--- src/rtl/semaforo_monitor.sv ---
// Passive checker on the semaforo A/B light outputs: flags encoding, conflict,
// transition-order and A phase-duration violations, with sticky first code and counters.
module semaforo_monitor #(
  parameter logic [7:0] T_VERDE    = 8'd3,
  parameter logic [7:0] T_AMARELO  = 8'd3,
  parameter logic [7:0] T_VERMELHO = 8'd3
) (
  input  logic       clk,
  input  logic       rst,
  input  logic [2:0] A,
  input  logic [2:0] B,
  output logic       err,
  output logic [2:0] err_code,
  output logic       err_pulse,
  output logic [7:0] viol_count,
  output logic [7:0] ciclos_a
);
  // state  | meaning
  // S_SYNC | first sample after reset; must be A verde with B vermelho
  // S_RUN  | every sample checked against previous lights and A duration
  typedef enum logic {S_SYNC, S_RUN} state_t;

  localparam logic [2:0] VERDE    = 3'b001;
  localparam logic [2:0] AMARELO  = 3'b010;
  localparam logic [2:0] VERMELHO = 3'b100;

  // Over-duration limits are 9 bits so T=255 never fires against the saturated counter.
  localparam logic [8:0] LIM_V = {1'b0, T_VERDE}    + 9'd1;
  localparam logic [8:0] LIM_A = {1'b0, T_AMARELO}  + 9'd1;
  localparam logic [8:0] LIM_R = {1'b0, T_VERMELHO} + 9'd1;

  state_t     r_state;
  logic [2:0] r_prev_a, r_prev_b;
  logic [7:0] r_dur;
  logic       r_err, r_pulse;
  logic [2:0] r_code;
  logic [7:0] r_viol, r_ciclos;

  logic       w_a_ok, w_b_ok, w_a_chg, w_b_chg, w_a_step_ok;
  logic [7:0] w_dur_inc;
  logic [8:0] w_dur_ext;
  logic [7:1] w_hit;
  logic [2:0] w_code;

  function automatic logic legal_step(input logic [2:0] p, input logic [2:0] c);
    return (p == VERDE && c == AMARELO) || (p == AMARELO && c == VERMELHO) ||
           (p == VERMELHO && c == VERDE);
  endfunction

  assign w_a_ok      = (A == VERDE) || (A == AMARELO) || (A == VERMELHO);
  assign w_b_ok      = (B == VERDE) || (B == AMARELO) || (B == VERMELHO);
  assign w_a_chg     = (A != r_prev_a);
  assign w_b_chg     = (B != r_prev_b);
  assign w_a_step_ok = legal_step(r_prev_a, A);
  assign w_dur_inc   = (r_dur == 8'hFF) ? r_dur : r_dur + 8'd1;
  assign w_dur_ext   = {1'b0, w_dur_inc};

  always_comb begin
    w_hit  = '0;
    w_code = 3'd0;
    if (r_state == S_SYNC) begin
      w_hit[3] = !(A == VERDE && B == VERMELHO);
    end else begin
      w_hit[1] = !w_a_ok || !w_b_ok;
      w_hit[2] = (A != VERMELHO) && (B != VERMELHO);
      if (w_a_ok) begin
        if (w_a_chg) begin
          w_hit[3] = !w_a_step_ok;
          w_hit[4] = (r_prev_a == AMARELO) && (r_dur != T_AMARELO);
        end else begin
          w_hit[4] = (A == AMARELO)  && (w_dur_ext == LIM_A);
          w_hit[5] = (A == VERDE)    && (w_dur_ext == LIM_V);
          w_hit[6] = (A == VERMELHO) && (w_dur_ext == LIM_R);
        end
      end
      if (w_b_ok && w_b_chg)
        w_hit[7] = !legal_step(r_prev_b, B) || (r_prev_b == VERMELHO && A != VERMELHO);
    end
    for (int k = 7; k >= 1; k--)
      if (w_hit[k]) w_code = 3'(k);
  end

  always_ff @(posedge clk) begin
    if (rst) begin
      r_state  <= S_SYNC;
      r_prev_a <= 3'd0;
      r_prev_b <= 3'd0;
      r_dur    <= 8'd0;
      r_err    <= 1'b0;
      r_code   <= 3'd0;
      r_pulse  <= 1'b0;
      r_viol   <= 8'd0;
      r_ciclos <= 8'd0;
    end else begin
      r_pulse <= |w_hit;
      if (|w_hit) begin
        if (r_viol != 8'hFF) r_viol <= r_viol + 8'd1;
        if (!r_err) begin
          r_err  <= 1'b1;
          r_code <= w_code;
        end
      end
      case (r_state)
        S_SYNC: begin
          r_prev_a <= A;
          r_prev_b <= B;
          r_dur    <= 8'd1;
          r_state  <= S_RUN;
        end
        default: begin
          // Illegally encoded lights are not history; keep the last legal value.
          if (w_a_ok) begin
            r_prev_a <= A;
            r_dur    <= w_a_chg ? 8'd1 : w_dur_inc;
            if (w_a_chg && w_a_step_ok && r_prev_a == VERMELHO)
              r_ciclos <= r_ciclos + 8'd1;
          end
          if (w_b_ok) r_prev_b <= B;
        end
      endcase
    end
  end

  assign err        = r_err;
  assign err_code   = r_code;
  assign err_pulse  = r_pulse;
  assign viol_count = r_viol;
  assign ciclos_a   = r_ciclos;
endmodule

--- config.mk ---
export PLATFORM = sky130hd
export DESIGN_NAME = semaforo_monitor
export DESIGN_NICKNAME = d
export VERILOG_FILES = /design/src/rtl/semaforo_monitor.sv
export SDC_FILE = /design/constraint.sdc
export NUM_CORES = 1
export LEC_CHECK = 0
export ABC_AREA = 1
export CORE_MARGIN = 3
export CORE_UTILIZATION = 30
export CTS_BUF_LIST = sky130_fd_sc_hd__clkbuf_4
export DETAILED_ROUTE_END_ITERATION = 12
export SYNTH_ARGS = -nofsm -noshare
export SYNTH_HDL_FRONTEND = slang
export SYNTH_SLANG_ARGS = --single-unit
export TNS_END_PERCENT = 10
--- constraint.sdc ---
create_clock -name clk -period 2.2 [get_ports clk]
set_input_delay 0.66 -clock clk [delete_from_list [all_inputs] [get_ports clk]]
set_output_delay 0.66 -clock clk [all_outputs]
set_load 0.02 [all_outputs]
==> run_results.csv <==
group,metric,value,unit
final_layout,antenna_cells,0,
worst_setup_path,required,2.45,ns
detailed_routing,drt_iter0_markers,100,
synthesis,ys_seq_area_share,33.9,%
timing,rsz0062_at_grt,"true",
flow_run,drv_cap,0,
detailed_routing,first_pass_iters,4,
placed_design,gp_congestion,0.851,
global_route,grt_usage,12.8,%
floorplanning,die-area,8120,µm²
global_route,grt_max_degree,13,
synthesis,ys_top_cells_by_area,"dfxtp_1, nand2_1, a21oi_1",
synthesis,yosys_warnings,0,
detailed_routing,vias,2238,
synthesis,synthMuxAreaShare,0,%
floorplanning,die_y,90.1,µm
final_layout,drive_gt1_share,26.1,%
placed_design,dpl.hpwl,3840,µm
timing,setup_viol_count_final,0,
floorplanning,core_area,6830,µm²
global_route,first_global_vias,1951,
synthesis,synthCells,320,
placed_design,io_buffers,28,
worst_setup_path,critPathCaptureType,"register",
synthesis,synth_simple_gate_area_share,37.8,%
clock_network,numCtsBuffers,5,
synthesis,synth_area,2120,µm²
synthesis,yosysTopAreaCell,"dfxtp_1",
detailed_routing,wl,5290,µm
floorplanning,initial_core_util,31.1,%
clock_network,cts_sinks,36,
synthesis,synth_top_area_share,33.9,%
power,leakage,1.27,nW
timing,hold_viol,0,
detailed_routing,drtAntennaViolNets,0,
run_status,outcome,"completed",
synthesis,synth_compound_area_share,13.7,%
synthesis,synth.avg_cell_area,6.64,µm²
final_layout,syn_to_final_growth,42.8,%
timing,fin_crit_sh,96.4,%
power,powerDensity,490,nW/µm²
clock_network,cts_root_buf,"clkbuf_4",
clock_network,cts_tree,"done",
worst_setup_path,worstSetupPathType,"in2reg",
clock_network,clkTransAtPathRegs,0.12,ns
timing,maxSlewViolCount,0,
synthesis,synth-seq-cells,36,
detailed_routing,avgViaCountPerCell,4.57,
synthesis,syn_nets,331,
timing,tightest_slew,0.572,ns
synthesis,synthAdderAreaFrac,1.77,%
power,ir_drop,0.242,mV
floorplanning,rows,30,
synthesis,yosysUniqueCellTypes,32,
timing,max_slew_margin,61.7,%
clock_network,htreeDepth,2,
detailed_routing,routedWlPerCell,10.8,µm
power,total_power,1.49,mW
worst_setup_path,cp_max_fo,8,
clock_network,clock_latency,0.35,ns
synthesis,synthXorXnorAreaFrac,4.54,%
global_route,grt-ovfl-total,0,
floorplanning,io_pins,29,
timing,fin_crit,2.12,ns
hold_path,hold_class,"reg2reg",
worst_setup_path,cp.arrival,2.37,ns
final_layout,fin_util,44.4,%
timing,fmax,472,MHz
floorplanning,die_w,90.1,µm
detailed_routing,drc,0,
timing,finClkSkew,0.00822,ns
final_layout,final_nets,404,
global_route,grt_pass1_wl,8810,µm
synthesis,synth_top_family_by_area,"simple AND/OR/NAND/NOR gates",
clock_network,clk_path_buf_depth,2,
worst_setup_path,start_kind,"primary input",
global_route,antenna_found_initial,0,
==> power by group <==
part           switching (mW)  internal (mW)
registers              0.0301          0.679
clock network           0.248          0.237
logic                   0.156          0.137
total                   0.434           1.05
==> layout by cell type (no fill, tap or decap), drive strengths merged, types with 3 or more instances in the layout <==
cell type       n
clkdlybuf4s50  22
a21oi          33
nand2          72
ha              3
inv            41
buf            42
dfxtp          36
nand4           7
nand3          30
nand3b          3
xor2            5
xnor2           6
dlygate4sd2     6
o21ai          21
clkbuf          5
nor3           11
nor2           41
==> through the flow <==
step | instance area [µm²] | hold slack [ns] | setup WS (ns) | TNS [ns] | instances
after floorplan | 2120 | 0.480 | 0.144 | 0 | 320
after global placement | 2780 | 0.436 | -0.461 | -9.53 | 477
after detailed placement | 2780 | 0.437 | -0.509 | -10.59 | 477
after CTS | 2880 | 0.455 | 0.0632 | 0 | 486
after global routing | 3030 | 0.489 | -0.0611 | -0.256 | 490
final | 3030 | 0.453 | 0.0800 | 0 | 490
==> what timing repair did <==
item / in CTS / in global routing
pin swaps: 5 / 16
setup endpoints to repair: 16 / 19
buffers inserted: 1 / 4
hold buffers: 0 / 0
gates resized for setup: 12 / 35
==> flip-flops by register name, summed over array words and instances, names as in the netlist <==
name / count
r_state: 1
err: 1
r_prev_a: 3
ciclos_a: 8
err_pulse: 1
viol_count: 8
err_code: 3
r_dur: 8
r_prev_b: 3
==> critical path, stage by stage <==
cell and delay (ns):
dlygate4sd2_1 0.28, xnor2_1 0.20, nand3_1 0.14, nor2b_2 0.19, a21oi_2 0.15, nand2_1 0.09, nor2_2 0.15, nand3_4 0.16
nand2_8 0.14, inv_6 0.04, nor2_2 0.10, nor2_2 0.05
==> final timing paths <==
path | from | endpoint | slack (ns) | cells after the start
worst max-delay path | A[0] | viol_count[0] | 0.08 | 12
worst min-delay path | ciclos_a[7] | ciclos_a[7] | 0.45 | 1
worst max register to register | r_dur[1] | viol_count[0] | 0.11 | 17
worst min register to register | ciclos_a[7] | ciclos_a[7] | 0.45 | 1
==> layout make-up <==
class                   count  area [µm²]
clock buffers               5        37.5
clock inverters             3        42.5
fillers                   725        3800
inverters                  41         159
multi-input cells         239        1350
flip-flops and latches     36         724
well taps                  96         120
repair buffers             70         599
==> synthesized netlist by cell type <==
library cell and n:
nand2_1 67, dfxtp_1 36, inv_1 35, a21oi_1 33, nor2_1 33, nand3_1 28
o21ai_0 18, nor3_1 10, nand4_1 7, inv_2 6, xnor2_1 6, nor2_2 5
xor2_1 5, ha_1 3, nand2_2 3, nand3b_1 3, nor2_4 3, o21ai_1 3
nand2_4 2, nor3b_1 2, buf_1 1, buf_2 1, buf_4 1, clkbuf_1 1
nand3_2 1, nand3_4 1, nor2b_1 1, nor3_2 1, o211ai_1 1, o21a_1 1
o22ai_1 1, or2_1 1
==> per-layer routing <==
| layer | part of all wire, % | wire length, µm | global-route usage [%] | vias up |
|---|---|---|---|---|
| met5 | 0 | 0 | 0 | - |
| met3 | 2.7 | 145 | 2.76 | 7 |
| li1 | - | - | - | 1193 |
| met1 | 49 | 2600 | 16.8 | 1015 |
| met4 | 1.3 | 71 | 4.21 | 0 |
| met2 | 47 | 2480 | 20.7 | 23 |
==> kinds of logic (layout without fill, tap and decap cells) <==
| kind of cell | after synthesis | count (layout) |
|---|---|---|
| AOI/OAI and AO/OA | 57 | 57 |
| adders and majority gates | 3 | 3 |
| and+or+nand+nor | 168 | 168 |
| xor gates and xnor gates | 11 | 11 |
| buffers and inverters | 45 | 119 |
| DFF | 36 | 36 |
Power figures use the tool's default switching activity.
